--- src/rtl/kmac_msg_packer_pkg.sv ---
// kmac_msg_packer_pkg: shared widths and the sparse packer FSM encoding.
package kmac_msg_packer_pkg;
    localparam int MsgWidth = 64;
    localparam int MsgStrbW = MsgWidth / 8;
    typedef enum logic [4:0] {
        StPack  = 5'b01101,
        StFlush = 5'b10011,
        StDrain = 5'b00110,
        StError = 5'b11000
    } packer_st_e;
endpackage

--- src/rtl/kmac_msg_packer_if.sv ---
// kmac_msg_packer_if: message beat input, packed-word output and process/status bundle.
interface kmac_msg_packer_if #(
    parameter int EnMasking = 0,
    parameter int InW       = 32,
    parameter int Depth     = 4
);
    import kmac_msg_packer_pkg::*;
    localparam int Share  = EnMasking ? 2 : 1;
    localparam int DepthW = $clog2(Depth + 1);
    logic                               in_valid_i;
    logic [Share-1:0][InW-1:0]          in_data_i;
    logic [InW/8-1:0]                   in_strb_i;
    logic                               in_ready_o;
    logic                               process_i;
    logic                               fifo_valid_o;
    logic [Share-1:0][MsgWidth-1:0]     fifo_data_o;
    logic [MsgStrbW-1:0]                fifo_strb_o;
    logic                               fifo_ready_i;
    logic                               process_o;
    logic [DepthW-1:0]                  fifo_depth_o;
    logic                               err_o;
    modport master (
        output in_valid_i, in_data_i, in_strb_i, process_i, fifo_ready_i,
        input  in_ready_o, fifo_valid_o, fifo_data_o, fifo_strb_o, process_o, fifo_depth_o, err_o
    );
    modport slave (
        input  in_valid_i, in_data_i, in_strb_i, process_i, fifo_ready_i,
        output in_ready_o, fifo_valid_o, fifo_data_o, fifo_strb_o, process_o, fifo_depth_o, err_o
    );
endinterface

--- src/rtl/kmac_msg_packer_fifo.sv ---
// kmac_msg_packer_fifo: synchronous show-ahead FIFO holding packed words with their strobes.
module kmac_msg_packer_fifo #(
    parameter int Width = 8,
    parameter int Depth = 4
) (
    input  logic                       clk_i,
    input  logic                       rst_i,
    input  logic                       clr_i,
    input  logic                       wvalid_i,
    output logic                       wready_o,
    input  logic [Width-1:0]           wdata_i,
    output logic                       rvalid_o,
    input  logic                       rready_i,
    output logic [Width-1:0]           rdata_o,
    output logic [$clog2(Depth+1)-1:0] depth_o
);
    localparam int PtrW = $clog2(Depth);
    localparam int CntW = $clog2(Depth + 1);
    logic [Width-1:0] mem_q [Depth];
    logic [Width-1:0] mem_d [Depth];
    logic [PtrW-1:0]  wptr_q, wptr_d, rptr_q, rptr_d;
    logic [CntW-1:0]  cnt_q, cnt_d;
    logic             push, pop;
    assign wready_o = cnt_q < CntW'(Depth);
    assign rvalid_o = cnt_q != '0;
    assign rdata_o  = mem_q[rptr_q];
    assign depth_o  = cnt_q;
    assign push     = wvalid_i && wready_o;
    assign pop      = rvalid_o && rready_i;
    always_comb begin
        mem_d = mem_q;
        if (push) mem_d[wptr_q] = wdata_i;
        wptr_d = push ? ((wptr_q == PtrW'(Depth - 1)) ? '0 : wptr_q + 1'b1) : wptr_q;
        rptr_d = pop ? ((rptr_q == PtrW'(Depth - 1)) ? '0 : rptr_q + 1'b1) : rptr_q;
        cnt_d  = cnt_q + CntW'(push) - CntW'(pop);
    end
    always_ff @(posedge clk_i) begin
        if (rst_i || clr_i) begin
            mem_q  <= '{default: '0};
            wptr_q <= '0;
            rptr_q <= '0;
            cnt_q  <= '0;
        end else begin
            mem_q  <= mem_d;
            wptr_q <= wptr_d;
            rptr_q <= rptr_d;
            cnt_q  <= cnt_d;
        end
    end
endmodule

--- src/rtl/kmac_msg_packer.sv ---
// kmac_msg_packer: packs byte-strobed message beats little-endian into words, buffers them,
// and on process_i flushes the partial word and forwards process_o once the FIFO drains.
module kmac_msg_packer
    import kmac_msg_packer_pkg::*;
#(
    parameter int EnMasking = 0,
    parameter int InW       = 32,
    parameter int Depth     = 4
) (
    input logic               clk_i,
    input logic               rst_i,
    input logic               clear_i,
    kmac_msg_packer_if.slave  bus
);
    localparam int Share  = EnMasking ? 2 : 1;
    localparam int BeatB  = InW / 8;
    localparam int PosW   = $clog2(MsgStrbW);
    localparam int CntW   = $clog2(BeatB + 1);
    localparam int EntW   = Share * MsgWidth + MsgStrbW;
    localparam int DepthW = $clog2(Depth + 1);
    typedef logic [Share-1:0][MsgWidth-1:0] word_t;
    packer_st_e          st_q, st_d;
    logic [PosW-1:0]     pos_q, pos_d;
    word_t               stage_q, stage_d, merged;
    logic                err_q, err_d;
    logic [InW-1:0]      bmask;
    logic [CntW-1:0]     n;
    logic [PosW:0]       sum;
    logic                contig, accept, wr_beat, full_word, push_full, push_flush;
    logic [MsgStrbW-1:0] flush_strb;
    logic                f_wvalid, f_wready, f_rvalid, f_rready;
    logic [EntW-1:0]     f_wdata, f_rdata;
    logic [DepthW-1:0]   f_depth;
    // Bytes at and above pos are always zero, so merging a beat is a shifted OR.
    always_comb begin
        for (int i = 0; i < InW; i++) bmask[i] = bus.in_strb_i[i/8];
        for (int s = 0; s < Share; s++)
            merged[s] = stage_q[s] | (MsgWidth'(bus.in_data_i[s] & bmask) << {pos_q, 3'b000});
    end
    assign n          = CntW'($countones(bus.in_strb_i));
    assign contig     = (bus.in_strb_i & (bus.in_strb_i + BeatB'(1))) == '0;
    assign sum        = (PosW+1)'(pos_q) + (PosW+1)'(n);
    assign accept     = bus.in_valid_i && bus.in_ready_o;
    assign wr_beat    = accept && contig && (n != '0);
    assign full_word  = sum >= (PosW+1)'(MsgStrbW);
    assign push_full  = wr_beat && full_word;
    assign push_flush = (st_q == StFlush) && (pos_q != '0) && f_wready;
    assign flush_strb = (MsgStrbW'(1) << pos_q) - 1'b1;
    assign f_wvalid   = push_full || push_flush;
    assign f_wdata    = push_full ? {merged, {MsgStrbW{1'b1}}} : {stage_q, flush_strb};
    always_comb begin
        st_d           = st_q;
        bus.in_ready_o = 1'b0;
        bus.process_o  = 1'b0;
        case (st_q)
            StPack: begin
                bus.in_ready_o = f_wready;
                st_d = bus.process_i ? StFlush : StPack;
            end
            StFlush: st_d = (pos_q == '0 || f_wready) ? StDrain : StFlush;
            StDrain: begin
                bus.process_o = f_depth == '0;
                st_d = (f_depth == '0) ? StPack : StDrain;
            end
            StError: st_d = StError;
            default: st_d = StError;
        endcase
    end
    always_comb begin
        pos_d   = pos_q;
        stage_d = stage_q;
        if (wr_beat) begin
            pos_d   = full_word ? '0 : sum[PosW-1:0];
            stage_d = full_word ? '0 : merged;
        end
        if (push_flush) begin
            pos_d   = '0;
            stage_d = '0;
        end
        err_d = (accept && !contig) || (bus.process_i && st_q != StPack) || (st_q == StError);
    end
    always_ff @(posedge clk_i) begin
        if (rst_i || clear_i) begin
            st_q    <= StPack;
            pos_q   <= '0;
            stage_q <= '0;
            err_q   <= 1'b0;
        end else begin
            st_q    <= st_d;
            pos_q   <= pos_d;
            stage_q <= stage_d;
            err_q   <= err_d;
        end
    end
    assign f_rready                        = bus.fifo_ready_i && (st_q != StError);
    assign bus.fifo_valid_o                = f_rvalid && (st_q != StError);
    assign {bus.fifo_data_o, bus.fifo_strb_o} = f_rdata;
    assign bus.fifo_depth_o                = f_depth;
    assign bus.err_o                       = err_q;
    kmac_msg_packer_fifo #(
        .Width (EntW),
        .Depth (Depth)
    ) u_fifo (
        .clk_i    (clk_i),
        .rst_i    (rst_i),
        .clr_i    (clear_i),
        .wvalid_i (f_wvalid),
        .wready_o (f_wready),
        .wdata_i  (f_wdata),
        .rvalid_o (f_rvalid),
        .rready_i (f_rready),
        .rdata_o  (f_rdata),
        .depth_o  (f_depth)
    );
endmodule

--- src/flat_wrapper.sv ---
// flat-port wrapper written by rule: the top's interface ports become plain ports
module kmac_msg_packer_flat import kmac_msg_packer_pkg::*;
#(
    parameter int EnMasking = 0,
    parameter int InW       = 32,
    parameter int Depth     = 4
)
  (clk_i, rst_i, clear_i, bus_in_valid_i, bus_in_data_i, bus_in_strb_i, bus_process_i, bus_fifo_ready_i, bus_in_ready_o, bus_fifo_valid_o, bus_fifo_data_o, bus_fifo_strb_o, bus_process_o, bus_fifo_depth_o, bus_err_o);
  kmac_msg_packer_if #(.EnMasking(EnMasking), .InW(InW), .Depth(Depth)) bus_i ();
  input logic clk_i;
  input logic rst_i;
  input logic clear_i;
  input wire logic [$bits(bus_i.in_valid_i)-1:0] bus_in_valid_i;
  input wire logic [$bits(bus_i.in_data_i)-1:0] bus_in_data_i;
  input wire logic [$bits(bus_i.in_strb_i)-1:0] bus_in_strb_i;
  input wire logic [$bits(bus_i.process_i)-1:0] bus_process_i;
  input wire logic [$bits(bus_i.fifo_ready_i)-1:0] bus_fifo_ready_i;
  output wire logic [$bits(bus_i.in_ready_o)-1:0] bus_in_ready_o;
  output wire logic [$bits(bus_i.fifo_valid_o)-1:0] bus_fifo_valid_o;
  output wire logic [$bits(bus_i.fifo_data_o)-1:0] bus_fifo_data_o;
  output wire logic [$bits(bus_i.fifo_strb_o)-1:0] bus_fifo_strb_o;
  output wire logic [$bits(bus_i.process_o)-1:0] bus_process_o;
  output wire logic [$bits(bus_i.fifo_depth_o)-1:0] bus_fifo_depth_o;
  output wire logic [$bits(bus_i.err_o)-1:0] bus_err_o;
  assign bus_i.in_valid_i = bus_in_valid_i;
  assign bus_i.in_data_i = bus_in_data_i;
  assign bus_i.in_strb_i = bus_in_strb_i;
  assign bus_i.process_i = bus_process_i;
  assign bus_i.fifo_ready_i = bus_fifo_ready_i;
  assign bus_in_ready_o = bus_i.in_ready_o;
  assign bus_fifo_valid_o = bus_i.fifo_valid_o;
  assign bus_fifo_data_o = bus_i.fifo_data_o;
  assign bus_fifo_strb_o = bus_i.fifo_strb_o;
  assign bus_process_o = bus_i.process_o;
  assign bus_fifo_depth_o = bus_i.fifo_depth_o;
  assign bus_err_o = bus_i.err_o;
  kmac_msg_packer #(.EnMasking(EnMasking), .InW(InW), .Depth(Depth)) u_core (.clk_i(clk_i), .rst_i(rst_i), .clear_i(clear_i), .bus(bus_i));
endmodule
--- config.mk ---
export PLATFORM = sky130hd
export DESIGN_NAME = kmac_msg_packer_flat
export DESIGN_NICKNAME = d
export VERILOG_FILES = /design/src/rtl/kmac_msg_packer_pkg.sv /design/src/rtl/kmac_msg_packer_if.sv /design/src/rtl/kmac_msg_packer_fifo.sv /design/src/rtl/kmac_msg_packer.sv /design/src/flat_wrapper.sv
export SDC_FILE = /design/constraint.sdc
export NUM_CORES = 1
export LEC_CHECK = 0
export ABC_AREA = 1
export BUFFER_PORTS_ARGS = -buffer_cell sky130_fd_sc_hd__clkbuf_2
export CORE_MARGIN = 2
export CORE_UTILIZATION = 42
export CTS_CLUSTER_DIAMETER = 80
export CTS_CLUSTER_SIZE = 14
export DETAILED_ROUTE_END_ITERATION = 7
export HOLD_SLACK_MARGIN = 0.05
export SKIP_LAST_GASP = 1
export SLEW_MARGIN = 10
export SYNTH_ARGS = -nofsm -noshare
export SYNTH_HDL_FRONTEND = slang
export SYNTH_SLANG_ARGS = --single-unit
--- constraint.sdc ---
create_clock -name clk_i -period 3.7 [get_ports clk_i]
set_clock_uncertainty 0.2 [all_clocks]
set_input_delay 0.37 -clock clk_i [delete_from_list [all_inputs] [get_ports clk_i]]
set_output_delay 0.37 -clock clk_i [all_outputs]
set_load 0.01 [all_outputs]
==> results of run 1 <==
[power by group through the flow]
stage                     Sequential [uW]  Clock (uW)  Combinational (uW)
after global placement               4060           0                 357
after floorplan                      4060           0                 228
after CTS                            3970        2980                 366
after global routing                 3970        3130                 408
final                                3970        2910                 369
after detailed placement             4060           0                 361
[worst max-delay path, cell delays in order (launching register included)]
cell	delay, ns
dfxtp_1	0.35
clkinv_2	0.49
buf_12	0.42
o21ai_0	0.09
a21oi_1	0.06
a21oi_1	0.47
clkbuf_2	0.23
[registers in the layout, indices dropped and copies added, names as in the netlist]
name and cells:
u_core.pos_q 3, u_core.u_fifo.rptr_q 2, u_core.u_fifo.mem_q 288, u_core.u_fifo.wptr_q 2, u_core.st_q 5, u_core.bus.err_o 1
u_core.stage_q 64, u_core.u_fifo.depth_o 3
[kinds of logic after synthesis]
family | synth area share
and+or+nand+nor | 0.3516
AOI/OAI and AO/OA | 0.1211
adders and majority gates | 0.01275
buffers and inverters | 0.1142
DFF | 0.3993
xor gates and xnor gates | 0.0009496
[layout make-up]
type	instances	area share
antenna	1	0.0001208
clock buffer	32	0.03762
clock inverter	2	0.0007246
inverter	340	0.06201
multi-input combinational	2111	0.4393
sequential	368	0.3557
tap	585	0.03532
timing repair buffer	191	0.06920
[Yosys cell counts (13+ instances only)]
| cell type | count |
|---|---|
| ha_1 | 14 |
| dfxtp_1 | 368 |
| buf_1 | 14 |
| o21bai_1 | 13 |
| nand3_1 | 92 |
| nor2_1 | 710 |
| nand2_1 | 847 |
| clkbuf_1 | 95 |
| buf_2 | 64 |
| a21oi_1 | 211 |
| o21ai_0 | 147 |
| o21ai_1 | 13 |
| inv_1 | 335 |
| o22ai_1 | 22 |
[how the worst max path moves through the flow]
stage / startpoint / endpoint / slack [ns]
final: u_core.u_fifo.rptr_q[1] / bus_fifo_data_o[32] / 0.37
after global placement: bus_in_strb_i[1] / u_core.u_fifo.depth_o[2] / 0.11
after detailed placement: bus_in_strb_i[1] / u_core.u_fifo.depth_o[2] / 0.07
after CTS: u_core.u_fifo.rptr_q[1] / bus_fifo_data_o[32] / 0.35
after floorplan: bus_in_strb_i[0] / u_core.u_fifo.depth_o[2] / 0.01
after global routing: u_core.u_fifo.rptr_q[1] / bus_fifo_data_o[32] / 0.26
[layer usage]
layer / share of wire / global-route usage / vias to the layer above
met5: 0.00049 / 0 / -
met4: 0.018 / 0.05364 / 4
met3: 0.050 / 0.02988 / 59
met2: 0.44 / 0.3786 / 407
met1: 0.49 / 0.3494 / 7932
li1: - / - / 9196
[what timing repair did]
action	CTS	global route
endpoints found under the hold margin	10	0
setup endpoints to repair	0	0
hold buffers	5	0
[per-stage QoR]
stage | std cells | worst slack (ns) | hold slack (ns) | power, uW
after floorplan | 3005 | 0.01257 | 0.2255 | 4290
after global placement | 3590 | 0.1094 | 0.2348 | 4420
after detailed placement | 3590 | 0.07195 | 0.2407 | 4424
after CTS | 3629 | 0.3534 | 0.06103 | 7316
after global routing | 3629 | 0.2616 | 0.1111 | 7512
final | 3630 | 0.3688 | 0.08034 | 7248
==> reports/metrics.yaml, run 1 <==
layout:
  most-common-layout-cells: "844 x nand2_1, 709 x nor2_1, 367 x dfxtp_1"
  multiInputGateArea_mm2: 0.009102
  drive_gt1_frac: 0.08574
  layout.nets: 3101
  final_common_cell: "nand2_1"
  fin_area_mm2: 0.02072
  n_fill_cell: 4545
  area_growth_pct: 12.32
  final_util: 0.4800
  register_area_mm2: 0.007371
worst_setup_path:
  r2r_setup_slack_ns: 0.85
  r2r-end: "u_core.u_fifo.depth_o[2]"
  r2r_cells: 15
  endpoint_kind: "primary output"
  cp-start-kind: "flip-flop"
  rr_startpoint: "u_core.pos_q[2]"
  critPathMaxFanout: 34
  cp_data_required_time_ns: 3.13
  crit_type: "flip-flop to primary output"
  arrival_ns: 2.76
clock_tree:
  clockRootBuffer: "clkbuf_16"
  numCtsBuffers: 30
  cts_max_level: 1
  cts-resized-gates: 0
  path_clk_slew_ns: 0.07
  clock_path_buffers: 3
  clock_sinks: 368
  post_cts_buffers: 0
  cts_tree: "done"
  worst_skew_pair.late_latency_ns: 0.57
floorplanning:
  rows: 76
  fp.dieW_um: 213.6
  pin_count: 121
  core_area_mm2: 0.04317
  start_util: 0.4273
  die_h_um: 213.6
  die-area_mm2: 0.04562
synth:
  yosysTopAreaCellShare: 0.3993
  synth_cells: 3005
  synth_edf_count: 0
  yosysTopAreaCell: "dfxtp_1"
  syn_nets: 3064
  synth_area_mm2: 0.01845
  synth_seq_cells: 368
  synthTopCellsByArea: "dfxtp_1 40%, nand2_1 17%, nor2_1 14%"
  ys_warn_count: 0
  synth.distinct_cells: 36
  async_flop_share: 0
  ys.flop_type: "dfxtp_1"
  ys_seq_area_frac: 0.3993
  syn_area_per_cell_um2: 6.139
run_status:
  outcome: "complete, no violations"
power_and_ir_drop:
  switching_power_uw: 1701
  max-vdd-ir-drop_mv: 0.3116
  leakagePower_uw: 0.01031
  power.share.combinational: 0.051
  clock_power_share: 0.401
  powerDensity_mw_per_mm2: 349.8
  p_int_uw: 5547
  seqPwrFrac: 0.548
  sw_frac_of_total: 0.2347
global_route:
  grtUsageTotal: 0.2398
  grt_first_pass_wirelength_mm: 86.35
  grt-ovfl-total: 0
  grt_pass1_vias: 15764
  grt_max_degree: 136
  antenna_found_initial: 3
sta:
  relSlewSlack: 0.2377
  hold_viol: 0
  tightest_slew_ns: 1.142
  setup_violations: 0
  tns_ns: 0
  fin_crit_sh: 0.9003
  slew_viol_final: 0
  max_freq_mhz: 300.2
  min_period_ns: 3.331
  rsz0062_at_grt: "false"
route:
  final_antenna_net_count: 0
  vias_per_cell: 4.848
  drc: 0
  vias: 17598
  dr.pass1.iters: 6
  wl_per_cell_um: 15.04
  drt-initial-drc-count: 1506
  wl_mm: 54.61
job:
  maxCapViolCount: 0
worst_hold_path:
  holdPathEnd: "u_core.stage_q[0]"
  min_path_cells: 5
  holdCritPathClass: "input pin to flip-flop"
  hp-start: "bus_in_data_i[0]"
place:
  post_dp_cell_area_mm2: 0.01987
  dp_hpwl_mm: 35.76
  gp_congestion: 0.9204
  port-buffer-count: 120
(Power assumes the default switching activity.)
==> inputs of run 2 (changes only) <==
ABC_AREA = unset   (was 1)
==> reports/metrics.yaml, run 2 <==
worst_setup_path:
  cp_data_required_time_ns: 3.93
  cp-start-kind: "input pin"
  critPathMaxFanout: 2
  r2r_cells: 5
  arrival_ns: 3.44
  crit_type: "input pin to flip-flop"
  endpoint_kind: "flip-flop"
  rr_startpoint: "u_core.pos_q[1]"
  r2r_setup_slack_ns: 0.52
  r2r-end: "u_core.u_fifo.mem_q[112]"
sta:
  max_freq_mhz: 311.5
  whs_ns: 0.08193
  min_period_ns: 3.210
  rsz0062_at_grt: "false"
  hold_viol: 0
  fin_crit_sh: 0.8675
  relSlewSlack: 0.2033
  tightest_slew_ns: 1.195
  setup_violations: 0
  slew_viol_final: 0
route:
  dr.pass1.iters: 6
  vias: 14694
  vias_per_cell: 6.436
  final_antenna_net_count: 0
  met3_length_mm: 3.831
  drt-met1-wl_mm: 25.31
  wl_per_cell_um: 24.69
  drt-initial-drc-count: 1337
  met2_length_mm: 25.84
  wl_mm: 56.36
  drc: 0
  maxUsedRoutingLayer: "met5"
clock_tree:
  path_clk_slew_ns: 0.07
  worst_skew_pair.late_latency_ns: 0.58
  clock_path_buffers: 3
  cts_tree: "done"
  cts_max_level: 1
  cts-resized-gates: 0
  clockRootBuffer: "clkbuf_16"
  numCtsBuffers: 31
  clock_sinks: 368
floorplanning:
  start_util: 0.4280
  die_h_um: 203.1
  rows: 72
  core_area_mm2: 0.03892
  die-area_mm2: 0.04126
  fp.dieW_um: 203.1
  pin_count: 121
layout:
  fin_cells: 2283
  reg_top3: "u_core.u_fifo.mem_q (288), u_core.stage_q (64), u_core.st_q (5)"
  area_growth_pct: 14.93
  layout.nets: 1820
  diodes: 0
  largest_register_ffs: 288
  most-common-layout-cells: "365 x dfxtp_1, 277 x a21oi_1, 180 x o31ai_1"
  drive_gt1_frac: 0.2459
  top_register: "u_core.u_fifo.mem_q"
  final_common_cell: "dfxtp_1"
synth:
  syn_nets: 1753
  async_flop_share: 0
  synthTopCellsByArea: "dfxtp_1 44%, mux4_2 9.7%, a21oi_1 8.3%"
  ys_seq_area_frac: 0.4423
  synth_seq_cells: 368
  synth_area_mm2: 0.01665
  ys.flop_type: "dfxtp_1"
  synth_most_common_cell: "dfxtp_1"
  synth_edf_count: 0
  synth.distinct_cells: 64
  synth_cells: 1694
  ys_top_cells_by_count: "368 x dfxtp_1, 277 x a21oi_1, 180 x o31ai_1, 95 x clkbuf_1, 82 x nor2_1"
  yosysTopAreaCellShare: 0.4423
  syn_area_per_cell_um2: 9.832
  ys_warn_count: 0
  yosysTopAreaCell: "dfxtp_1"
global_route:
  grtUsageTotal: 0.2688
  antenna_found_initial: 1
  grt_first_pass_wirelength_mm: 86.91
  grt-ovfl-total: 0
  grt_pass1_vias: 14265
  grt_max_degree: 103
power_and_ir_drop:
  p_int_uw: 5623
  switching_power_uw: 1720
  powerDensity_mw_per_mm2: 383.6
  sw_frac_of_total: 0.2342
  power.share.combinational: 0.052
  clock_power_share: 0.407
  seqPwrFrac: 0.541
  leakagePower_uw: 0.007581
  max-vdd-ir-drop_mv: 0.3112
worst_hold_path:
  min_path_cells: 3
  holdCritPathClass: "input pin to flip-flop"
  hp-start: "bus_in_data_i[6]"
  holdPathEnd: "u_core.u_fifo.mem_q[14]"
job:
  maxCapViolCount: 0
place:
  placedCellCount: 2234
  port-buffer-count: 120
  gp_congestion: 0.9683
  dp_hpwl_mm: 36.69
run_status:
  outcome: "complete, no violations"
[run 2: worst max-delay path: stages]
cell      delay (ns)
clkbuf_2        0.09
ha_1            0.33
ha_4            0.14
inv_2           0.03
fa_1            0.52
inv_1           0.06
ha_1            0.27
nand3_1         0.08
and2_1          0.19
nor3_4          0.19
nor2_4          0.06
ha_4            0.21
inv_2           0.06
ha_4            0.11
inv_2           0.03
fa_2            0.34
xor2_1          0.15
xnor2_1         0.15
nor2_1          0.05
[run 2: timing repair]
| action | 4_1_cts | 5_1_grt |
|---|---|---|
| hold buffers | 12 | 0 |
| setup buffers | 0 | 0 |
| endpoints found under the hold margin | 26 | 0 |
[run 2: worst max-delay path by stage]
stage                      from                        to  slack (ns)  cells after the start
3_5_place_dp   bus_in_strb_i[2]  u_core.u_fifo.depth_o[2]       -0.11                     19
3_3_place_gp   bus_in_strb_i[2]  u_core.u_fifo.depth_o[2]       -0.08                     19
2_1_floorplan  bus_in_strb_i[0]  u_core.u_fifo.depth_o[2]       -0.51                     24
4_1_cts        bus_in_strb_i[2]  u_core.u_fifo.depth_o[2]        0.48                     19
6_report       bus_in_strb_i[2]  u_core.u_fifo.depth_o[2]        0.49                     19
5_1_grt        bus_in_strb_i[3]  u_core.u_fifo.depth_o[2]        0.31                     19
[run 2: layout make-up]
type	count	area (um^2)
repair buffers	220	1707
multi-input cells	1110	8458
inverters	30	115.1
fillers	3641	19780
clock buffers	33	803.3
well taps	518	648.1
clock inverters	4	33.78
flip-flops and latches	368	7376
[run 2: through the flow]
| step | setup slack [ns] | util | power, uW | setup TNS [ns] | cell area [um^2] |
|---|---|---|---|---|---|
| after floorplan | -0.5125 | - | 4280 | -0.8936 | 16770 |
| after global placement | -0.08487 | 0.4672 | 4423 | -0.08487 | 18180 |
| after detailed placement | -0.1147 | 0.4672 | 4426 | -0.1147 | 18180 |
| after CTS | 0.4816 | 0.4918 | 7377 | 0 | 19140 |
| after global routing | 0.3103 | 0.4918 | 7569 | 0 | 19140 |
| final | 0.4901 | 0.4918 | 7342 | 0 | 19140 |
[run 2: layer usage]
metal  track usage  vias to the layer above
li1              -                     6669
met1        0.3798                     7374
met2        0.4319                      569
met3       0.03276                       80
met4       0.08133                        2
met5             0                        -
[run 2: power groups by stage]
stage	clock [uW]	combinational (uW)	sequential (uW)
after CTS	3030	375	3970
after detailed placement	0	364	4060
final	2990	384	3970
after global routing	3190	408	3970
after floorplan	0	218	4060
after global placement	0	361	4060
[run 2: kinds of logic (layout without fill, tap and decap cells)]
group | after synthesis | in the layout | synth area share
compound gates | 737 | 737 | 0.3021
xor+xnor | 3 | 3 | 0.001578
fa+ha+maj | 17 | 17 | 0.01412
buf+inv | 216 | 287 | 0.05507
flops | 368 | 368 | 0.4423
mux | 77 | 77 | 0.1007
simple gates | 276 | 276 | 0.08414
